File: src/rtl/loader_pkg.sv
// rtl/loader_pkg.sv - shared types and constants for the boot-time program loader
//
// Contents:
//   loader_state_t    : loader FSM states (IDLE, LOAD, DONE)
//   END_WORD_DEFAULT  : default terminator word that ends a load
//   CLKS_PER_BIT      : baud-derived cycles per UART bit, shared with the UART blocks
//   CLKS_PER_HALF_BIT : mid-bit sampling point used by the receiver
package loader_pkg;

    typedef enum logic [1:0] {
        IDLE = 2'd0,
        LOAD = 2'd1,
        DONE = 2'd2
    } loader_state_t;

    localparam logic [31:0] END_WORD_DEFAULT  = 32'hFFFF_FFFF;

    localparam int          CLKS_PER_BIT      = 5208;
    localparam int          CLKS_PER_HALF_BIT = CLKS_PER_BIT / 2;

endpackage

File: src/rtl/edge_detect.sv
// rtl/edge_detect.sv - single-register sampler with rising-edge output
//
// Ports:
//   CLK  in  : clock, posedge
//   RST  in  : asynchronous active-high reset
//   sig  in  : level or pulse input to watch
//   rise out : high for one cycle when the registered sample goes 0 -> 1
module edge_detect (
    input  logic CLK,
    input  logic RST,
    input  logic sig,
    output logic rise
);

    logic sig_q;
    logic sig_prev;

    always_ff @(posedge CLK or posedge RST) begin
        if (RST) begin
            sig_q    <= 1'b0;
            sig_prev <= 1'b0;
        end else begin
            sig_q    <= sig;
            sig_prev <= sig_q;
        end
    end

    assign rise = sig_q & ~sig_prev;

endmodule

File: src/rtl/inst_loader.sv
// rtl/inst_loader.sv - packs UART bytes MSB-first into 32-bit words and writes them to instruction memory
//
// Ports:
//   CLK, RST              : clock (posedge) and asynchronous active-high reset
//   start, stop           : level/pulse controls; rising edge starts/restarts or aborts a load
//   rx_data, rx_valid     : byte stream from the UART receiver, one-cycle strobe per byte
//   wr_en/wr_addr/wr_data : one-cycle instruction-memory write port
//   busy, done            : high in LOAD / DONE
//   word_count            : words written by the current or last load
//   err_timeout           : sticky, a partial word was dropped after an inter-byte stall
//   err_overflow          : sticky, a word arrived after memory was full
module inst_loader
    import loader_pkg::*;
#(
    parameter int          ADDR_WIDTH   = 10,
    parameter logic [31:0] END_WORD     = END_WORD_DEFAULT,
    parameter int          BYTE_TIMEOUT = 200000
) (
    input  logic                  CLK,
    input  logic                  RST,
    input  logic                  start,
    input  logic                  stop,
    input  logic [7:0]            rx_data,
    input  logic                  rx_valid,
    output logic                  wr_en,
    output logic [ADDR_WIDTH-1:0] wr_addr,
    output logic [31:0]           wr_data,
    output logic                  busy,
    output logic                  done,
    output logic [ADDR_WIDTH:0]   word_count,
    output logic                  err_timeout,
    output logic                  err_overflow
);

    localparam int                  TW       = $clog2(BYTE_TIMEOUT + 1);
    localparam logic [ADDR_WIDTH:0] CAPACITY = {1'b1, {ADDR_WIDTH{1'b0}}};
    localparam logic [TW-1:0]       TMO_LAST = TW'(BYTE_TIMEOUT - 1);

    loader_state_t state;
    logic          start_rise;
    logic          stop_rise;
    logic [1:0]    byte_idx;
    logic [31:0]   shift_reg;
    logic [31:0]   next_word;
    logic [TW-1:0] tmo_cnt;

    edge_detect u_start_edge (
        .CLK  (CLK),
        .RST  (RST),
        .sig  (start),
        .rise (start_rise)
    );

    edge_detect u_stop_edge (
        .CLK  (CLK),
        .RST  (RST),
        .sig  (stop),
        .rise (stop_rise)
    );

    // Word as it looks once the byte in flight is shifted in; on the 4th byte it is complete.
    assign next_word = {shift_reg[23:0], rx_data};

    always_ff @(posedge CLK or posedge RST) begin
        if (RST) begin
            state        <= IDLE;
            busy         <= 1'b0;
            done         <= 1'b0;
            wr_en        <= 1'b0;
            wr_addr      <= '0;
            wr_data      <= '0;
            word_count   <= '0;
            err_timeout  <= 1'b0;
            err_overflow <= 1'b0;
            byte_idx     <= '0;
            shift_reg    <= '0;
            tmo_cnt      <= '0;
        end else begin
            wr_en <= 1'b0;
            // Stop only matters while loading; outside LOAD a coincident start still wins.
            if (state == LOAD && stop_rise) begin
                state     <= DONE;
                busy      <= 1'b0;
                done      <= 1'b1;
                byte_idx  <= '0;
                shift_reg <= '0;
                tmo_cnt   <= '0;
            end else if (start_rise) begin
                state        <= LOAD;
                busy         <= 1'b1;
                done         <= 1'b0;
                word_count   <= '0;
                byte_idx     <= '0;
                shift_reg    <= '0;
                tmo_cnt      <= '0;
                err_timeout  <= 1'b0;
                err_overflow <= 1'b0;
            end else if (state == LOAD) begin
                if (rx_valid) begin
                    tmo_cnt   <= '0;
                    shift_reg <= next_word;
                    byte_idx  <= byte_idx + 2'd1;
                    if (byte_idx == 2'd3) begin
                        if (next_word == END_WORD) begin
                            state <= DONE;
                            busy  <= 1'b0;
                            done  <= 1'b1;
                        end else if (word_count == CAPACITY) begin
                            err_overflow <= 1'b1;
                            state        <= DONE;
                            busy         <= 1'b0;
                            done         <= 1'b1;
                        end else begin
                            wr_en      <= 1'b1;
                            wr_addr    <= word_count[ADDR_WIDTH-1:0];
                            wr_data    <= next_word;
                            word_count <= word_count + (ADDR_WIDTH+1)'(1);
                        end
                    end
                end else if (byte_idx != 2'd0) begin
                    // Stall inside a partial word: drop it after BYTE_TIMEOUT idle cycles.
                    if (tmo_cnt == TMO_LAST) begin
                        err_timeout <= 1'b1;
                        byte_idx    <= '0;
                        shift_reg   <= '0;
                        tmo_cnt     <= '0;
                    end else begin
                        tmo_cnt <= tmo_cnt + TW'(1);
                    end
                end
            end
        end
    end

endmodule

File: config.mk
export PLATFORM = sky130hd
export DESIGN_NAME = inst_loader
export DESIGN_NICKNAME = d
export VERILOG_FILES = /design/src/rtl/loader_pkg.sv /design/src/rtl/edge_detect.sv /design/src/rtl/inst_loader.sv
export SDC_FILE = /design/constraint.sdc
export NUM_CORES = 1
export LEC_CHECK = 0
export ABC_AREA = 1
export ABC_CLOCK_PERIOD_IN_PS = 4300
export CAP_MARGIN = 10
export CORE_AREA = 8 8 106 108
export CTS_CLUSTER_DIAMETER = 80
export DETAILED_ROUTE_END_ITERATION = 12
export DIE_AREA = 0 0 114 116
export GPL_TIMING_DRIVEN = 0
export PLACE_DENSITY = 0.85
export SLEW_MARGIN = 10
export SYNTH_ARGS = -nofsm -noshare
export SYNTH_HDL_FRONTEND = slang
export SYNTH_SLANG_ARGS = --single-unit
export TNS_END_PERCENT = 5
File: constraint.sdc
create_clock -name CLK -period 4.3 [get_ports CLK]
set_input_delay 0.86 -clock CLK [delete_from_list [all_inputs] [get_ports CLK]]
set_output_delay 0.86 -clock CLK [all_outputs]
set_load 0.01 [all_outputs]
==> results.py, run 1 <==
metrics = {
    "synthesis": {
        "synth.area.top_cells": "dfrtp_1, nand2_1, inv_1",
        "synth-main-ff-cell": "dfrtp_1",
        "synth_edf_count": 0,
        "synthTopCellsByCount": "nand2_1, dfrtp_1, inv_1",
        "yosysWarningCount": 0,
        "yosysUniqueCellTypes": 30,
        "yosysTopAreaCell": "dfrtp_1",
        "async_reset_ff_share_pct": 100,
        "synthCells": 639,
        "synth_fp_nets": 657,
        "ys_seq_elements": 107,
        "syn_area_sq_mm": 0.00517,
        "synth-seq-area-share_pct": 51.8,
        "synth_most_common_cell": "nand2_1",
        "syn_area_per_cell_sq_um": 8.09,
        "synth_top_area_share_pct": 51.8,
    },
    "global_routing": {
        "grt_first_pass_wirelength_um": 21300,
        "grt_overflow": 0,
        "first_global_vias": 4588,
        "track_usage_pct": 19.8,
        "grt_max_degree": 66,
        "antenna_found_initial": 0,
    },
    "drt": {
        "first_iter_violations": 523,
        "vias": 4597,
        "routedWlPerCell_um": 14.5,
        "drc": 0,
        "ant_nets": 0,
        "firstDrtPassIters": 7,
        "wl_um": 12400,
        "via_per_inst": 5.36,
    },
    "place": {
        "placed_cell_area_sq_mm": 0.00607,
        "placedCellCount": 843,
        "port_buffers": 70,
        "place_hpwl_um": 9300,
        "place.gp.congestion": 0.935,
    },
    "cts": {
        "cts_max_level": 3,
        "cts_setup_buffers": 0,
        "insertion_delay_ns": 0.37,
        "cts.sinks": 107,
        "root_buffer": "clkbuf_8",
        "hold_buffers": 0,
        "cts_made_buffers": 9,
        "cts_tree": "built",
        "clockBufferDepth": 2,
        "ctsResizeCount": 0,
        "clk_pin_slew_ns": 0.10,
    },
    "timing": {
        "setup_viol": 0,
        "clock.fmax_ghz": 0.400,
        "rsz0062_at_grt": "no",
        "drv_slew": 0,
        "hold_viol_final": 0,
        "period_share_pct": 58.2,
        "fin_setup_tns_ns": 0,
        "relSlewSlack_pct": 57.2,
        "period_needed_ns": 2.50,
        "worst_pin_slew_ns": 0.642,
        "worst_clock_skew_ns": 0.0152,
    },
    "worst_hold_path": {
        "hold_class": "register to register",
    },
    "finish": {
        "largest_reg_flops": 32,
        "antennaDiodeCount": 0,
        "stdcell_area_sq_mm": 0.00629,
        "nFillCells": 742,
        "drive_gt1_share_pct": 8.41,
        "final_nets": 739,
        "syn2layout_area_growth_pct": 21.7,
        "layout.cells.non_filler": 858,
    },
    "setup_path": {
        "startpoint_type": "primary input",
        "path_max_fanout": 10,
        "crit_path_cell_trace": "clkdlybuf4s50_1 > nand2_1 > nor2_1 > nand2_1 > nor2_1 > nand2_1 > nand4_2 > clkbuf_1 > o21ai_1",
        "cp_num_buf_inv": 2,
        "path_common_cell": "nand2_1",
        "path_delay_family": "buffers and inverters",
        "cpMaxStageDelayCell": "clkbuf_1",
        "endpoint_kind": "register",
        "max_stage_delay_ns": 0.52,
        "cp.arrival_ns": 2.73,
        "worst_ep_required_time_ns": 4.52,
        "worstSetupPathType": "primary input to register",
    },
    "floorplanning": {
        "die_width_um": 114,
        "num_io_pins": 71,
        "start_util_pct": 54.1,
        "core_sq_mm": 0.00955,
        "rows": 36,
        "die_area_sq_mm": 0.0132,
        "die_h_um": 116,
    },
    "pwr": {
        "ir_drop_mv": 0.206,
        "power.density_mw_per_mm2": 464,
        "power.static_leakage_nw": 2.89,
        "p_total_mw": 2.92,
    },
    "run_status": {
        "status": "completed",
    },
    "run": {
        "cap_viol_max_count": 0,
    },
}
==> worst paths after layout <==
path                       slack [ns]  cells after the start                    end                from
hold / removal                   0.39                      0  u_start_edge.sig_prev  u_start_edge.sig_q
min in group asynchronous        0.88                      2            wr_data[21]                 RST
setup / recovery                 1.80                      9             wr_addr[8]          rx_data[2]
hold reg to reg                  0.39                      0  u_start_edge.sig_prev  u_start_edge.sig_q
setup reg to reg                 2.25                      8             wr_addr[8]       word_count[0]
max in group asynchronous        2.71                      3           shift_reg[1]                 RST
==> layer usage <==
layer / up-vias / wire [um] / global-route usage (%)
met5: - / 0 / 0
met4: 0 / 366 / 8.87
met3: 32 / 900 / 4.74
met2: 185 / 6090 / 33.7
met1: 2193 / 5080 / 23.4
li1: 2187 / - / -
==> through the flow <==
step	setup slack, ns	util, %	hold WS [ns]
2_1_floorplan	0.623	-	0.354
3_3_place_gp	-0.771	63.2	0.360
3_5_place_dp	1.44	63.5	0.366
4_1_cts	1.84	65.9	0.390
5_1_grt	1.69	65.9	0.400
6_report	1.80	65.9	0.388
==> layout by cell type (no fill, tap or decap), types with 3 or more instances in the layout <==
cell type,n
a21oi_1,8
buf_2,5
buf_6,10
clkbuf_8,10
clkdlybuf4s50_1,70
dfrtp_1,107
ha_1,5
inv_1,67
nand2_1,211
nand2_4,3
nand3_1,32
nand4_1,9
nor2_1,67
nor2_2,3
nor3_1,15
o21ai_0,23
o21ai_1,40
o21ai_2,13
==> power breakdown <==
group | leakage, nW | internal (mW) | switching (mW)
logic | 1.32 | 0.362 | 0.496
clock network | 0.113 | 0.345 | 0.337
registers | 1.46 | 1.21 | 0.171
total | 2.89 | 1.91 | 1.00
==> cell type report <==
class	count	area, sq um	share of cell area [%]
Sequential cell	107	2680	42.6
Multi-Input combinational cell	444	2070	32.9
Timing Repair Buffer	71	728	11.6
Inverter	69	264	4.20
Tap cell	133	166	2.65
Buffer	19	160	2.55
Clock buffer	10	138	2.19
Clock inverter	5	86.3	1.37
==> cells by family (layout without fill, tap and decap cells) <==
| group | count (synthesis) | count (layout) | share of synthesized area [%] |
|---|---|---|---|
| buffers and inverters | 88 | 174 | 8.16 |
| adder cells (fa/ha/maj) | 5 | 5 | 1.21 |
| AND/OR/NAND/NOR | 351 | 351 | 29.1 |
| XOR/XNOR | 3 | 3 | 0.508 |
| flip-flops | 107 | 107 | 51.8 |
| AO/OA/AOI/OAI | 85 | 85 | 9.20 |
==> worst reg2reg max path, delay by kind of cell (launching register included) <==
kind,cells,cell delay [ns]
buf+inv,2,0.67
flops,1,0.46
simple gates,4,0.42
fa+ha+maj,1,0.22
compound gates,1,0.15
(Power assumes the default switching activity.)
==> inputs of run 2 (changes only) <==
ABC_CLOCK_PERIOD_IN_PS = 2300   (was 4300)
CORE_AREA = 8 8 111 113   (was 8 8 106 108)
DIE_AREA = 0 0 119 121   (was 0 0 114 116)
PLACE_DENSITY = 0.82   (was 0.85)
clock period = 2.3 ns   (was 4.3 ns; I/O delays follow)
==> run 2 against run 1 <==
- core utilization fell by 6.4 points
- largest power group unchanged
- sequential power grew 86%
- hold slack got worse by 0.0013 ns
- worst setup slack worse by 1.5 ns
- cell count rose by 1.0%
- die area is 8.9% higher
- count of clock-buffer cells in the layout stayed put
- power increased by 86%
- flip-flop and latch count unchanged
- critical path type unchanged
==> results.py, run 2 (same netlist as run 1, synthesis figures left out) <==
metrics = {
    "run_status": {
        "status": "completed",
    },
    "setup_path": {
        "crit_path_cell_trace": "clkdlybuf4s50_1 > nor2_1 > nand2_1 > nand2_1 > nand2_4 > nand2_1 > buf_2 > o21ai_0 > nor2_1",
        "endpoint_kind": "register",
        "startpoint_type": "primary input",
        "r2r-start": "tmo_cnt[1]",
        "cpMaxStageDelayCell": "clkdlybuf4s50_1",
        "rr_worst_depth": 9,
        "worst_r2r_endpoint": "tmo_cnt[12]",
        "worstSetupPathType": "primary input to register",
        "cp.arrival_ns": 2.31,
        "path_common_cell": "nand2_1",
        "max_stage_delay_ns": 0.59,
        "path_max_fanout": 10,
        "path_delay_family": "buffers and inverters",
        "cp_num_buf_inv": 2,
        "worst_ep_required_time_ns": 2.59,
        "r2r_slack_ns": 0.31,
    },
    "timing": {
        "setup_viol": 0,
        "rsz0062_at_grt": "no",
        "drv_slew": 0,
        "relSlewSlack_pct": 53.8,
        "hold_viol_final": 0,
        "worst_pin_slew_ns": 0.691,
        "worst_clock_skew_ns": 0.0188,
        "fin_setup_tns_ns": 0,
        "period_needed_ns": 2.02,
        "period_share_pct": 87.7,
        "worst_slack_ns": 0.283,
        "clock.fmax_ghz": 0.496,
    },
    "worst_hold_path": {
        "worstHoldStart": "u_start_edge.sig_q",
        "hold_class": "register to register",
        "min_to": "u_start_edge.sig_prev",
        "holdPathStages": 0,
    },
    "place": {
        "place.gp.congestion": 0.889,
        "port_buffers": 70,
        "pre_cts_ws_ns": -0.0230,
        "place_hpwl_um": 9260,
    },
    "floorplanning": {
        "core_sq_mm": 0.0106,
        "start_util_pct": 48.8,
        "die_width_um": 119,
        "rows": 38,
        "die_area_sq_mm": 0.0144,
        "die_h_um": 121,
        "num_io_pins": 71,
    },
    "finish": {
        "final_cell_mix": "nand2_1, dfrtp_1, clkdlybuf4s50_1",
        "antennaDiodeCount": 0,
        "fin_util_pct": 59.5,
        "final_nets": 740,
        "layout_commonest_cell": "nand2_1",
        "drive_gt1_share_pct": 8.67,
        "nFillCells": 925,
        "syn2layout_area_growth_pct": 22.0,
        "largest_reg_flops": 32,
    },
    "drt": {
        "firstDrtPassIters": 5,
        "via_per_inst": 5.17,
        "drc": 0,
        "vias": 4481,
        "first_iter_violations": 337,
        "routedWlPerCell_um": 14.2,
        "ant_nets": 0,
        "wl_um": 12300,
    },
    "run": {
        "cap_viol_max_count": 0,
    },
    "cts": {
        "clockBufferDepth": 2,
        "clk_pin_slew_ns": 0.10,
        "root_buffer": "clkbuf_8",
        "ctsResizeCount": 0,
        "hold_buffers": 0,
        "cts_tree": "built",
        "cts.sinks": 107,
        "insertion_delay_ns": 0.37,
        "cts_made_buffers": 9,
        "cts_setup_buffers": 0,
        "cts_max_level": 3,
    },
    "pwr": {
        "power.switching_mw": 1.94,
        "ir_drop_mv": 0.524,
        "seqPwrFrac_pct": 47.4,
        "power.density_mw_per_mm2": 861,
        "pwr-share-comb_pct": 29.7,
        "swShare_pct": 35.8,
        "power.static_leakage_nw": 2.88,
        "p_int_mw": 3.49,
        "p_clk_share_pct": 23.0,
    },
    "global_routing": {
        "first_global_vias": 4541,
        "grt_max_degree": 41,
        "grt_first_pass_wirelength_um": 21400,
        "antenna_found_initial": 0,
        "grt_overflow": 0,
        "track_usage_pct": 17.9,
    },
}
-- run 2: how the worst max path moves through the flow --
stage                     slack (ns)     start           to  cells after the start
after global routing            0.12  rx_valid  tmo_cnt[12]                      9
after detailed placement       -0.02  rx_valid  tmo_cnt[12]                      9
final                           0.28  rx_valid  tmo_cnt[12]                      9
after CTS                       0.35  rx_valid  tmo_cnt[12]                      9
after floorplan                 0.55       RST  byte_idx[0]                      1
after global placement         -0.46       RST  wr_data[11]                      2
-- run 2: metal layers --
metal / track usage, % / vias up / wire [um]
met2: 30.1 / 114 / 5940
met4: 6.56 / 0 / 248
met5: 0 / - / 0
met1: 22.0 / 2158 / 5370
li1: - / 2192 / -
met3: 4.51 / 17 / 721
-- run 2: per-stage QoR --
step	cell area (sq um)	std cells	power (mW)	hold WS, ns
after CTS	6310	867	5.46	0.389
after global routing	6310	867	5.77	0.402
after detailed placement	6090	851	4.21	0.366
after floorplan	5170	639	3.49	0.354
final	6310	867	5.44	0.386
after global placement	6050	849	4.13	0.362
-- run 2: cell type report --
class	instances	area (sq um)	share of cell area, %
clock inverter	6	82.6	1.31
sequential	107	2680	42.4
clock buffer	10	138	2.18
multi-input combinational	444	2070	32.8
buffer	19	160	2.54
tap	140	175	2.78
inverter	69	265	4.20
timing repair buffer	72	741	11.7
-- run 2: power groups by stage --
| stage | Clock, mW | Sequential [mW] | Combinational, mW |
|---|---|---|---|
| 5_1_grt | 1.35 | 2.62 | 1.80 |
| 4_1_cts | 1.27 | 2.57 | 1.62 |
| 3_3_place_gp | 0 | 2.58 | 1.55 |
| 6_report | 1.25 | 2.57 | 1.61 |
| 3_5_place_dp | 0 | 2.60 | 1.61 |
| 2_1_floorplan | 0 | 2.61 | 0.885 |
==> inputs of run 3 (changes only) <==
CORE_AREA = 3 3 117 97   (was 8 8 111 113)
CTS_BUF_LIST = sky130_fd_sc_hd__clkbuf_4   (was unset)
DIE_AREA = 0 0 120 100   (was 0 0 119 121)
PLACE_DENSITY = 0.83   (was 0.82)
==> run 3 against run 2 <==
- cell count up 0.12%
- critical path depth is 8 lower
- combinational power about the same
- worst setup slack got worse by 0.015 ns
- non-clock buffer count grew 1
- clock power decreased by 30%
- first-iteration DRC count grew 24%
- via count rose by 1.1%
- global-route usage up 3.3 points
- largest cell class unchanged
- largest power group unchanged
==> results.py, run 3 (same netlist as run 1, synthesis figures left out) <==
metrics = {
    "floorplanning": {
        "die_area_sq_mm": 0.0120,
        "start_util_pct": 50.7,
        "core_sq_mm": 0.0102,
        "die_h_um": 100,
        "die_width_um": 120,
        "num_io_pins": 71,
        "rows": 33,
    },
    "worst_hold_path": {
        "worstHoldStart": "u_stop_edge.sig_q",
        "min_to": "u_stop_edge.sig_prev",
        "holdPathStages": 0,
        "hold_class": "register to register",
    },
    "cts": {
        "cts_tree": "built",
        "hold_buffers": 0,
        "clockBufferDepth": 2,
        "root_buffer": "clkbuf_4",
        "cts_setup_buffers": 0,
        "cts_made_buffers": 9,
        "cts_max_level": 3,
        "ctsResizeCount": 0,
        "insertion_delay_ns": 0.46,
        "clk_pin_slew_ns": 0.16,
        "cts.sinks": 107,
    },
    "drt": {
        "vias": 4530,
        "ant_nets": 0,
        "wl_um": 12200,
        "routedWlPerCell_um": 14.1,
        "drc": 0,
        "firstDrtPassIters": 7,
        "via_per_inst": 5.22,
        "first_iter_violations": 418,
    },
    "global_routing": {
        "first_global_vias": 4289,
        "track_usage_pct": 21.2,
        "grt_first_pass_wirelength_um": 20700,
        "grt_max_degree": 31,
        "grt_overflow": 0,
        "antenna_found_initial": 0,
    },
    "timing": {
        "worst_clock_skew_ns": 0.0173,
        "clock.fmax_ghz": 0.492,
        "relSlewSlack_pct": 59.1,
        "setup_viol": 0,
        "period_share_pct": 88.4,
        "rsz0062_at_grt": "no",
        "fin_setup_tns_ns": 0,
        "period_needed_ns": 2.03,
        "worst_pin_slew_ns": 0.612,
        "timing.hold.ws_ns": 0.393,
        "hold_viol_final": 0,
        "drv_slew": 0,
    },
    "pwr": {
        "ir_drop_mv": 0.458,
        "p_int_mw": 3.16,
        "pwr-share-comb_pct": 31.7,
        "p_clk_share_pct": 17.2,
        "power.density_mw_per_mm2": 813,
        "swShare_pct": 37.5,
        "power.static_leakage_nw": 2.85,
        "power.switching_mw": 1.90,
        "seqPwrFrac_pct": 51.1,
    },
    "finish": {
        "drive_gt1_share_pct": 8.65,
        "largest_reg_flops": 32,
        "layout_commonest_cell": "nand2_1",
        "fin_util_pct": 61.1,
        "final_cell_mix": "nand2_1, dfrtp_1, clkdlybuf4s50_1",
        "stdcell_area_sq_mm": 0.00623,
        "antennaDiodeCount": 0,
        "syn2layout_area_growth_pct": 20.5,
        "nFillCells": 901,
        "layout.cells.non_filler": 868,
        "final_nets": 741,
    },
    "setup_path": {
        "crit_path_cell_trace": "clkdlybuf4s50_1",
        "worst_ep_required_time_ns": 1.84,
        "worst_r2r_endpoint": "wr_data[2]",
        "r2r_slack_ns": 0.31,
        "startpoint_type": "register",
        "path_max_fanout": 7,
        "path_delay_family": "buffers and inverters",
        "r2r-start": "word_count[0]",
        "cpMaxStageDelayCell": "clkdlybuf4s50_1",
        "worstSetupPathType": "register to output pin",
        "max_stage_delay_ns": 0.59,
        "cp.arrival_ns": 1.57,
        "rr_worst_depth": 8,
        "cp_num_buf_inv": 1,
        "endpoint_kind": "output pin",
    },
    "place": {
        "place.gp.congestion": 0.909,
        "place_hpwl_um": 9270,
        "placed_cell_area_sq_mm": 0.00611,
        "port_buffers": 70,
        "placedCellCount": 852,
    },
    "run_status": {
        "status": "completed",
    },
    "run": {
        "cap_viol_max_count": 0,
    },
}
-- run 3: worst reg2reg max path, stage by stage (launching register included) --
cell and delay (ns):
dfrtp_1 0.47, inv_1 0.17, ha_1 0.21, nand2_1 0.06
nor2_1 0.10, nand2_1 0.12, nand4_2 0.14, clkbuf_1 0.48
o21ai_1 0.14
-- run 3: layer usage --
metal,share of wire (%),global-route usage (%),vias to the layer above
met2,45,32.4,155
met5,0,0,-
met4,1.5,5.63,0
li1,-,-,2197
met1,48,30.6,2159
met3,6.2,5.35,19
-- run 3: power by group through the flow --
stage | logic (mW) | clock network [mW] | registers (mW)
3_3_place_gp | 1.53 | 0 | 2.59
5_1_grt | 1.79 | 0.967 | 2.64
3_5_place_dp | 1.61 | 0 | 2.61
2_1_floorplan | 0.885 | 0 | 2.61
4_1_cts | 1.62 | 0.894 | 2.58
6_report | 1.61 | 0.871 | 2.59
-- run 3: layout make-up --
type | count | area (sq um) | share of cell area [%]
buffer | 19 | 160 | 2.57
clock buffer | 9 | 67.6 | 1.08
clock inverter | 7 | 52.6 | 0.844
inverter | 69 | 265 | 4.26
multi-input combinational | 444 | 2070 | 33.2
sequential | 107 | 2680 | 43.0
tap | 140 | 175 | 2.81
timing repair buffer | 73 | 761 | 12.2
-- run 3: worst max path at each step --
stage,startpoint,end,cells after the start
floorplan,RST,byte_idx[0],1
global placement,RST,u_start_edge.sig_q,2
detailed placement,rx_data[0],wr_data[2],9
CTS,word_count[7],word_count[7],1
global route,tmo_cnt[1],tmo_cnt[12],9
finish,word_count[2],word_count[2],1
-- run 3: stage by stage --
stage	power (mW)	worst slack (ns)
finish	5.06	0.268
global route	5.40	0.105
CTS	5.09	0.261
detailed placement	4.22	-0.171
global placement	4.13	-0.434
floorplan	3.49	0.552
